## src/rtl/dtu_tx_pkg.sv

```systemverilog
// Shared types and constants for the DTU transmit scheduler: state encoding,
// fill/reset patterns and the trailer word layout.
package dtu_tx_pkg;

    typedef enum logic [2:0] {
        ST_SYNC    = 3'd0,
        ST_IDLE    = 3'd1,
        ST_DATA    = 3'd2,
        ST_TRAILER = 3'd3,
        ST_RST     = 3'd4
    } tx_state_e;

    localparam logic [31:0] IDLE_PAT     = 32'hEAEA_EAEA;
    localparam logic [31:0] ATM_PAT      = 32'h5A5A_5A5A;
    localparam logic [31:0] RST_WORD     = 32'h3400_0000;
    localparam logic [3:0]  TRAILER_CODE = 4'b1101;
    localparam logic [7:0]  CRC8_POLY    = 8'h07;

    localparam int TRL_CODE_MSB = 31;
    localparam int TRL_CODE_LSB = 28;
    localparam int TRL_FCNT_MSB = 27;
    localparam int TRL_FCNT_LSB = 20;
    localparam int TRL_WCNT_MSB = 19;
    localparam int TRL_WCNT_LSB = 12;
    localparam int TRL_RSVD_MSB = 11;
    localparam int TRL_RSVD_LSB = 8;
    localparam int TRL_CRC_MSB  = 7;
    localparam int TRL_CRC_LSB  = 0;

    function automatic logic [31:0] build_trailer(input logic [7:0] fcnt,
                                                  input logic [7:0] wcnt,
                                                  input logic [7:0] crc);
        logic [31:0] t;
        t = 32'h0000_0000;
        t[TRL_CODE_MSB:TRL_CODE_LSB] = TRAILER_CODE;
        t[TRL_FCNT_MSB:TRL_FCNT_LSB] = fcnt;
        t[TRL_WCNT_MSB:TRL_WCNT_LSB] = wcnt;
        t[TRL_RSVD_MSB:TRL_RSVD_LSB] = 4'h0;
        t[TRL_CRC_MSB:TRL_CRC_LSB]   = crc;
        return t;
    endfunction

endpackage

```

## src/rtl/dtu_crc8.sv

```systemverilog
// Combinational CRC-8 (poly 0x07, MSB first) update of a running value
// with one 32-bit word.
module dtu_crc8
    import dtu_tx_pkg::*;
(
    input  logic [7:0]  crc_in,
    input  logic [31:0] data,
    output logic [7:0]  crc_out
);

    function automatic logic [7:0] crc8_word(input logic [7:0] c, input logic [31:0] d);
        logic [7:0] r;
        r = c;
        for (int i = 31; i >= 0; i--) begin
            if ((r[7] ^ d[i]) == 1'b1) begin
                r = {r[6:0], 1'b0} ^ CRC8_POLY;
            end else begin
                r = {r[6:0], 1'b0};
            end
        end
        return r;
    endfunction

    // Fold the whole word into the running CRC.
    always_comb begin
        crc_out = crc8_word(crc_in, data);
    end

endmodule

```

## src/rtl/dtu_tx_scheduler.sv

```systemverilog
// Slot-based word scheduler for the DTU serial link: sync fill, framed data
// with trailers, link reset words and ATM test pattern.
// Optional trailer CRC is enabled with `define DTU_TRAILER_CRC_EN.
module dtu_tx_scheduler
    import dtu_tx_pkg::*;
#(
    parameter int SYNC_WORDS  = 16,
    parameter int FRAME_WORDS = 50
) (
    input  logic        clk_160,
    input  logic        rst,
    input  logic [31:0] word_data,
    input  logic        word_valid,
    output logic        word_ready,
    input  logic        calib_busy,
    input  logic        test_enable,
    input  logic        sync_rst_req,
    output logic [31:0] tx_word,
    output logic        ser_load,
    output logic [7:0]  frame_cnt,
    output logic        aligned
);

    localparam int SYNC_W = $clog2(SYNC_WORDS + 1);
    localparam logic [SYNC_W-1:0] SYNC_LAST = SYNC_W'(SYNC_WORDS - 1);
    localparam logic [7:0] FRAME_LAST = 8'(FRAME_WORDS);

    logic [1:0]        phase_r;
    tx_state_e         state_r, state_next_s;
    logic [SYNC_W-1:0] sync_cnt_r, sync_cnt_next_s;
    logic [7:0]        word_cnt_r, word_cnt_next_s;
    logic [7:0]        frame_cnt_r, frame_cnt_next_s;
    logic              rst_pending_r, rst_pending_next_s;
    logic              pend_clear_s;
    logic [31:0]       tx_word_r, tx_word_next_s;
    logic              ser_load_r;
    logic              aligned_r;
    logic              slot_tick_s;
    logic              word_ready_s;
    logic              accept_s;
    logic [7:0]        data_wcnt_s;
    logic [7:0]        crc_field_s;

    assign slot_tick_s  = (phase_r == 2'd3);
    assign word_ready_s = slot_tick_s && ((state_r == ST_IDLE) || (state_r == ST_DATA))
                          && !calib_busy && !test_enable && !rst_pending_r;
    assign accept_s     = word_ready_s && word_valid;
    assign data_wcnt_s  = (state_r == ST_IDLE) ? 8'd1 : (word_cnt_r + 8'd1);

`ifdef DTU_TRAILER_CRC_EN
    logic [7:0] crc_r, crc_next_s, crc_upd_s;

    dtu_crc8 u_crc8 (
        .crc_in  (crc_r),
        .data    (word_data),
        .crc_out (crc_upd_s)
    );

    // Running CRC over accepted words; cleared once a trailer or reset word goes out.
    always_comb begin
        crc_next_s = crc_r;
        if (slot_tick_s && !test_enable && ((state_r == ST_TRAILER) || (state_r == ST_RST))) begin
            crc_next_s = 8'h00;
        end else if (accept_s) begin
            crc_next_s = crc_upd_s;
        end else begin
            crc_next_s = crc_r;
        end
    end

    // CRC register.
    always_ff @(posedge clk_160 or posedge rst) begin
        if (rst) begin
            crc_r <= 8'h00;
        end else begin
            crc_r <= crc_next_s;
        end
    end

    assign crc_field_s = crc_r;
`else
    assign crc_field_s = 8'h00;
`endif

    // Per-slot word selection and state transitions; nothing moves between slots.
    always_comb begin
        state_next_s     = state_r;
        sync_cnt_next_s  = sync_cnt_r;
        word_cnt_next_s  = word_cnt_r;
        frame_cnt_next_s = frame_cnt_r;
        tx_word_next_s   = tx_word_r;
        pend_clear_s     = 1'b0;
        if (!slot_tick_s) begin
            state_next_s = state_r;
        end else if (test_enable) begin
            // Test pattern freezes the frame state but lets sync counting run on.
            tx_word_next_s = ATM_PAT;
            if ((state_r == ST_SYNC) && (sync_cnt_r != SYNC_LAST)) begin
                sync_cnt_next_s = sync_cnt_r + SYNC_W'(1);
            end else begin
                sync_cnt_next_s = sync_cnt_r;
            end
        end else begin
            case (state_r)
                ST_SYNC: begin
                    tx_word_next_s = IDLE_PAT;
                    if (sync_cnt_r == SYNC_LAST) begin
                        state_next_s = ST_IDLE;
                    end else begin
                        sync_cnt_next_s = sync_cnt_r + SYNC_W'(1);
                    end
                end
                ST_IDLE, ST_DATA: begin
                    if (rst_pending_r) begin
                        tx_word_next_s = IDLE_PAT;
                        state_next_s   = ST_RST;
                    end else if (accept_s) begin
                        tx_word_next_s  = word_data;
                        word_cnt_next_s = data_wcnt_s;
                        state_next_s    = (data_wcnt_s == FRAME_LAST) ? ST_TRAILER : ST_DATA;
                    end else begin
                        tx_word_next_s = IDLE_PAT;
                    end
                end
                ST_TRAILER: begin
                    tx_word_next_s   = build_trailer(frame_cnt_r, word_cnt_r, crc_field_s);
                    frame_cnt_next_s = frame_cnt_r + 8'd1;
                    word_cnt_next_s  = 8'd0;
                    state_next_s     = ST_IDLE;
                end
                ST_RST: begin
                    tx_word_next_s   = RST_WORD;
                    frame_cnt_next_s = 8'd0;
                    word_cnt_next_s  = 8'd0;
                    pend_clear_s     = 1'b1;
                    state_next_s     = ST_IDLE;
                end
                default: begin
                    tx_word_next_s = IDLE_PAT;
                    state_next_s   = ST_SYNC;
                end
            endcase
        end
    end

    // Reset requests merge while pending; a request arriving as RST is emitted stays armed.
    always_comb begin
        if (sync_rst_req) begin
            rst_pending_next_s = 1'b1;
        end else if (pend_clear_s) begin
            rst_pending_next_s = 1'b0;
        end else begin
            rst_pending_next_s = rst_pending_r;
        end
    end

    // State and output registers.
    always_ff @(posedge clk_160 or posedge rst) begin
        if (rst) begin
            phase_r       <= 2'd0;
            state_r       <= ST_SYNC;
            sync_cnt_r    <= '0;
            word_cnt_r    <= 8'd0;
            frame_cnt_r   <= 8'd0;
            rst_pending_r <= 1'b0;
            tx_word_r     <= IDLE_PAT;
            ser_load_r    <= 1'b0;
            aligned_r     <= 1'b0;
        end else begin
            phase_r       <= phase_r + 2'd1;
            state_r       <= state_next_s;
            sync_cnt_r    <= sync_cnt_next_s;
            word_cnt_r    <= word_cnt_next_s;
            frame_cnt_r   <= frame_cnt_next_s;
            rst_pending_r <= rst_pending_next_s;
            tx_word_r     <= tx_word_next_s;
            ser_load_r    <= slot_tick_s;
            aligned_r     <= (state_next_s != ST_SYNC);
        end
    end

    assign word_ready = word_ready_s;
    assign tx_word    = tx_word_r;
    assign ser_load   = ser_load_r;
    assign frame_cnt  = frame_cnt_r;
    assign aligned    = aligned_r;

endmodule

```

## config.mk

```make
export PLATFORM = sky130hd
export DESIGN_NAME = dtu_tx_scheduler
export DESIGN_NICKNAME = d
export VERILOG_FILES = /design/src/rtl/dtu_tx_pkg.sv /design/src/rtl/dtu_crc8.sv /design/src/rtl/dtu_tx_scheduler.sv
export SDC_FILE = /design/constraint.sdc
export NUM_CORES = 1
export LEC_CHECK = 0
export CAP_MARGIN = 20
export CORE_UTILIZATION = 55
export CTS_BUF_LIST = sky130_fd_sc_hd__clkbuf_2 sky130_fd_sc_hd__clkbuf_4 sky130_fd_sc_hd__clkbuf_8
export DETAILED_ROUTE_END_ITERATION = 8
export PLACE_DENSITY = 0.88
export REMOVE_ABC_BUFFERS = 1
export SLEW_MARGIN = 20
export SYNTH_ARGS = -nofsm -noshare
export SYNTH_HDL_FRONTEND = slang
export SYNTH_HIERARCHICAL = 1
export SYNTH_SLANG_ARGS = --single-unit
```

## constraint.sdc

```tcl
create_clock -name clk_160 -period 3.3 [get_ports clk_160]
set_clock_uncertainty 0.15 [all_clocks]
set_input_delay 0.33 -clock clk_160 [delete_from_list [all_inputs] [get_ports clk_160]]
set_output_delay 0.33 -clock clk_160 [all_outputs]
set_load 0.02 [all_outputs]
```

Yosys cells after proc, flatten, opt, wreduce, memory -nomap -nowiden
Index checks and enable logic that the tools add are counted.
{"block": "classes", "addsub": 4, "multipliers": 0, "div": 0, "magnitude_cmp": 0, "n_eq_ne": 12, "n_shift": 0, "muxes": 25, "bitwise": 1, "n_reduce_logical": 21}
{"op": "$mux 32", "count": 3}
{"op": "$pmux 32 s3", "count": 1}
{"op": "$pmux 8 s2", "count": 2}
{"op": "$mux 8", "count": 3}
{"op": "$mux 5", "count": 4}
{"op": "$add 8x1->8 const B", "count": 2}
{"op": "$mux 3", "count": 5}
{"op": "$pmux 3 s3", "count": 1}
{"op": "$eq 8x6->1 const B", "count": 1}
{"op": "$reduce_bool 2->1", "count": 4}
{"op": "$eq 3x2->1 const B", "count": 2}
{"op": "$logic_and 1x1->1", "count": 6}
{"op": "$mux 1", "count": 6}
{"op": "$ne 2x2->1 const B", "count": 3}
{"op": "$add 5x1->5 const B", "count": 1}
{"op": "$eq 5x4->1 const B", "count": 1}
{"op": "$ne 5x4->1 const B", "count": 1}
{"op": "$reduce_and 5->1", "count": 1}
{"op": "$reduce_and 4->1", "count": 1}
{"op": "$reduce_or 2->1", "count": 2}
{"op": "$eq 3x1->1 const B", "count": 1}
{"op": "$eq 3x3->1 const B", "count": 1}
{"op": "$logic_not 1->1", "count": 3}
{"op": "$logic_not 3->1", "count": 1}
{"op": "other kinds (7)", "count": 7}
{"block": "word_totals", "ff_bits": 61, "latch_bits": 0, "ram_bits": 0, "mem_bits_ro": 0, "input_bits": 38, "out_inout_bits": 43, "word_cells": 72, "n_memories": 0}

Logic depth before layout (Yosys ltp)
{"block": "depth", "word_depth": 13, "mapped_depth": 7}

Worst setup path after synthesis
OpenSTA, ideal clock, no wires.
{"block": "synth_timing", "path_type": "register to register", "from": "reg sync_cnt_r[0]", "to": "reg sync_cnt_r[1]", "t_arrival_ns": 1.674, "path_slack_ns": 1.352, "path_stages_with_launch": 6, "period_less_slack_ns": 1.948, "cell_sequence": "dfrtp_1 > ha_1 > and3_1 > ha_1 > nor4b_4 > mux2_2"}
{"block": "synth_between", "elab_chain_len": 4}
{"item": "start, declared", "line_no": "dtu_tx_scheduler.sv:30", "text": "logic [SYNC_W-1:0] sync_cnt_r, sync_cnt_next_s;"}
{"item": "start signal, assigned", "line_no": "dtu_tx_scheduler.sv:172", "text": "sync_cnt_r <= sync_cnt_next_s;"}
{"item": "$add 5x1->5 or $ne 5x4->1 (tied branches)", "line_no": "dtu_tx_scheduler.sv:99, dtu_tx_scheduler.sv:110, dtu_tx_scheduler.sv:98"}
{"item": "$mux 5 or $logic_and 1x1->1 (tied branches)", "line_no": "dtu_tx_scheduler.sv:107, dtu_tx_scheduler.sv:98"}
{"item": "$mux 5 or $ne 2x1->1 (tied branches)"}
{"item": "$mux 5 or $reduce_and 4->1 (tied branches)"}
Parallel ways exist; a longest one is shown, timed or not. The select of a mux whose other input is x is not followed.
A chain may end at the register's enable or synchronous reset.

Final worst setup path
{"block": "layout_timing", "from": "reg state_r[2]", "to": "out word_ready"}
{"block": "layout_between", "elab_chain_len": 6}
{"item": "start, declared", "line_no": "dtu_tx_scheduler.sv:29", "text": "tx_state_e state_r, state_next_s;"}
{"item": "start signal, assigned", "line_no": "dtu_tx_scheduler.sv:171", "text": "state_r <= state_next_s;"}
{"item": "$eq 3x1->1 or $eq 3x2->1 (tied branches)", "line_no": "dtu_tx_scheduler.sv:45", "text": "assign word_ready_s = slot_tick_s && ((state_r == ST_IDLE) || (state_r == ST_DATA))"}
{"item": "$logic_or 1x1->1 (*)", "line_no": "dtu_tx_scheduler.sv:45"}
{"item": "$logic_and 1x1->1 (*)", "line_no": "dtu_tx_scheduler.sv:45"}
{"item": "$logic_and 1x1->1 (*) (3 in a row)", "line_no": "dtu_tx_scheduler.sv:46", "text": "&& !calib_busy && !test_enable && !rst_pending_r;"}
{"item": "end, declared", "line_no": "dtu_tx_scheduler.sv:14", "text": "output logic word_ready,"}
Mark *: on every way between the ends. The rest lies on a longest branch, timed or not.

==> results.json <==
{
  "status": "completed",
  "slew_viol_final": 0,
  "grt_max_degree": 42,
  "synth_top_cell_area_share_pct": 31.81,
  "worst_hold_slack_ps": 166.3,
  "die_area_mm2": 0.006175,
  "numCtsBuffers": 9,
  "max_clock_freq_mhz": 375.1,
  "worst_ir_drop_vdd_mv": 0.2558,
  "syn_area_mm2": 0.003226,
  "crit_type": "flip-flop to output pin",
  "gp_congestion": 0.9369,
  "grt_pass1_vias": 2958,
  "crit_slowest_cell": "clkdlybuf4s50_1",
  "path_max_fanout": 19,
  "drc": 0,
  "power_frac_clock_pct": 45.2,
  "synth-xor-area-share_pct": 3.220,
  "fin_cells": 486,
  "synthToLayoutAreaGrowth_pct": 32.20,
  "yosys.area_share.simple_pct": 18.31,
  "vias": 2950,
  "synthTopCellsByCount": "41 x dfrtp_1, 34 x nor2_1, 25 x o21ai_0",
  "synth.largest_area_cell": "dfrtp_1",
  "synth_mux_area_share_pct": 1.358,
  "critPathLaunch": "state_r[2]$_DFF_PP0_",
  "finalCriticalPeriod_ps": 2666,
  "hold_viol_final": 0,
  "slew-limit-headroom_pct": 57.29,
  "synth-compound-area-share_pct": 20.79,
  "placed_cells": 470,
  "ys.flop_type": "dfrtp_1",
  "worst_ep_arrival_time_ps": 2190,
  "rsz0062_at_grt": "no",
  "routedWlPerCell_um": 17.86,
  "slowest_delay_ps": 610,
  "ff2ff_setup_slack_ps": 770,
  "seqPwrFrac_pct": 48.6,
  "synth.ff_latch_count": 61,
  "drtPass1Iterations": 5,
  "worst_pin_slew_ps": 634.0,
  "postRouteAntennaNets": 0,
  "synth_area_per_cell_um2": 9.629,
  "synth_top_family_by_area": "compound AO/OA/AOI/OAI gates",
  "ys_seq_area_share_pct": 48.10,
  "cts_tree": "yes",
  "cts_root_buffer": "clkbuf_8",
  "dr.first_iter.drc_count": 330,
  "ctsHoldBuffers": 0,
  "clkLatencyLatePin_ps": 350,
  "maxCapViolCount": 0,
  "share_comb_of_total_power_pct": 6.1,
  "postPlaceCellArea_mm2": 0.004049,
  "end_kind": "output pin",
  "postCtsResizedCells": 0,
  "io_buffers": 80,
  "start_util_pct": 57.87,
  "grt_antenna_before_repair": 0,
  "setup_viol_count_final": 0,
  "synthAdderAreaFrac_pct": 1.939,
  "required_ps": 2820,
  "viasPerCell": 6.070,
  "final_cell_area_mm2": 0.004264,
  "tns_ps": 0,
  "cts_setup_buffers": 0,
  "synthCells": 335,
  "grt_overflow_total": 0,
  "synthDistinctLibCells": 55,
  "core-area_mm2": 0.005574,
  "synth_most_common_cell": "dfrtp_1",
  "num_antenna_cells": 0,
  "synth.yosys.warnings": 6,
  "cp-start-kind": "flip-flop",
  "die_y_um": 78.58,
  "grt_pass1_wl_um": 14190,
  "hold_path.class": "input pin to asynchronous set/reset pin",
  "path_cells": "nor4b_2 > nand2_1 > nor2_1 > clkdlybuf4s50_1",
  "core.rowCount": 27,
  "switching_share_pct": 21.50,
  "power.density_mw_per_mm2": 368.6,
  "clk_pin_slew_ps": 70,
  "n_fill_cell": 370,
  "drt_wl_total_um": 8681,
  "synth.area.top_cells": "dfrtp_1 32%, dfstp_2 16%, nor2_1 4.0%, o21ai_0 3.9%, a21oi_1 3.1%",
  "dieWidth_um": 78.58,
  "p_leak_uw": 0.001747,
  "drive_above_1_share_pct": 14.73,
  "hpwl_um": 5818,
  "layout.nets": 452,
  "io_pins": 81,
  "synthArstFlopShare_pct": 100.0,
  "cts_buffer_depth": 2,
  "rr_startpoint": "state_r[1]$_DFF_PP0_",
  "fin_crit_sh_pct": 80.78,
  "switchingPower_uw": 337.9,
  "cts_sinks": 61,
  "synth_edf_count": 0,
  "cts_max_level": 3,
  "grt.total_usage_pct": 30.31,
  "intPower_uw": 1234
}
[sequential cells by signal, indices dropped and copies added (netlist names)]
name and flops:
aligned 1, state_r 3, phase_r 2, rst_pending_r 1, word_cnt_r 8, frame_cnt 8
tx_word 32, sync_cnt_r 5, ser_load 1
[power groups by stage]
| stage | combinational, µW | sequential, µW | clock (µW) |
|---|---|---|---|
| 6_report | 96.6 | 764 | 711 |
| 5_1_grt | 104 | 765 | 751 |
| 4_1_cts | 97.5 | 764 | 712 |
| 3_5_place_dp | 96.9 | 777 | 0 |
| 3_3_place_gp | 96.0 | 776 | 0 |
| 2_1_floorplan | 18.9 | 787 | 0 |
[worst paths after layout]
path / to / cells after the start
setup / recovery: word_ready / 4
hold / removal: aligned$_DFF_PP0_ / 2
setup reg to reg: word_cnt_r[3]$_DFFE_PP0P_ / 5
hold reg to reg: phase_r[0]$_DFF_PP0_ / 1
max in group asynchronous: tx_word[19]$_DFFE_PP1N_ / 3
min in group clk_160: phase_r[0]$_DFF_PP0_ / 1
[stage by stage]
| stage | setup slack, ps | utilization [%] | total power, µW |
|---|---|---|---|
| floorplan | 555.5 | - | 805.5 |
| global placement | 759.5 | 72.64 | 872.5 |
| detailed placement | 735.2 | 72.64 | 873.7 |
| CTS | 633.5 | 76.50 | 1573 |
| global route | 449.4 | 76.50 | 1620 |
| finish | 634.1 | 76.50 | 1572 |
[cell usage in the layout, fill, tap and decap left out, types with 2 or more instances in the layout]
master,count
clkdlybuf4s50_1,80
nand3b_1,2
a211o_1,2
and3_1,6
a221oi_1,3
a2111oi_4,2
and3b_1,2
o21ai_0,25
dfrtp_1,41
a31oi_1,4
nor3_1,8
clkbuf_8,12
dfstp_2,20
xor2_1,5
nor2b_1,4
ha_1,5
o2111ai_1,2
nand2_1,24
nor3b_1,2
o31ai_1,7
o22ai_1,6
buf_4,8
a211oi_1,3
nand2b_1,6
o211ai_1,3
mux2_2,3
nand3_1,7
xnor2_1,5
nor2_1,34
o221ai_1,4
inv_1,19
a22oi_1,9
or2_2,2
a21oi_1,20
nand4_1,5
[cell families (layout without fill, tap and decap cells)]
logic type	after synthesis	after routing
simple gates	112	112
buf+inv	45	124
fa+ha+maj	5	5
mux	4	4
xor+xnor	11	11
compound gates	97	97
flops	61	61
[worst max-delay path, delay by kind of cell (launching register included)]
kind / cells / cell delay, ps
buf+inv: 1 / 610
flops: 1 / 590
simple gates: 3 / 660
[cell type report]
| cell class | count | area [µm²] | share of cell area, % |
|---|---|---|---|
| clock buffer | 13 | 172.7 | 4.049 |
| sequential | 61 | 1551 | 36.39 |
| tap | 72 | 90.09 | 2.113 |
| clock inverter | 3 | 42.54 | 0.9977 |
| multi-input combinational | 229 | 1471 | 34.51 |
| timing repair buffer | 88 | 860.8 | 20.19 |
| inverter | 20 | 75.07 | 1.761 |
[layer usage]
| layer | routed length [µm] | vias up | track usage (%) |
|---|---|---|---|
| met5 | 0 | - | 0 |
| met4 | 245 | 0 | 13.52 |
| met3 | 617 | 32 | 7.326 |
| met2 | 4354 | 149 | 50.17 |
| met1 | 3464 | 1427 | 37.43 |
| li1 | - | 1342 | - |
Power figures use the tool's default switching activity.
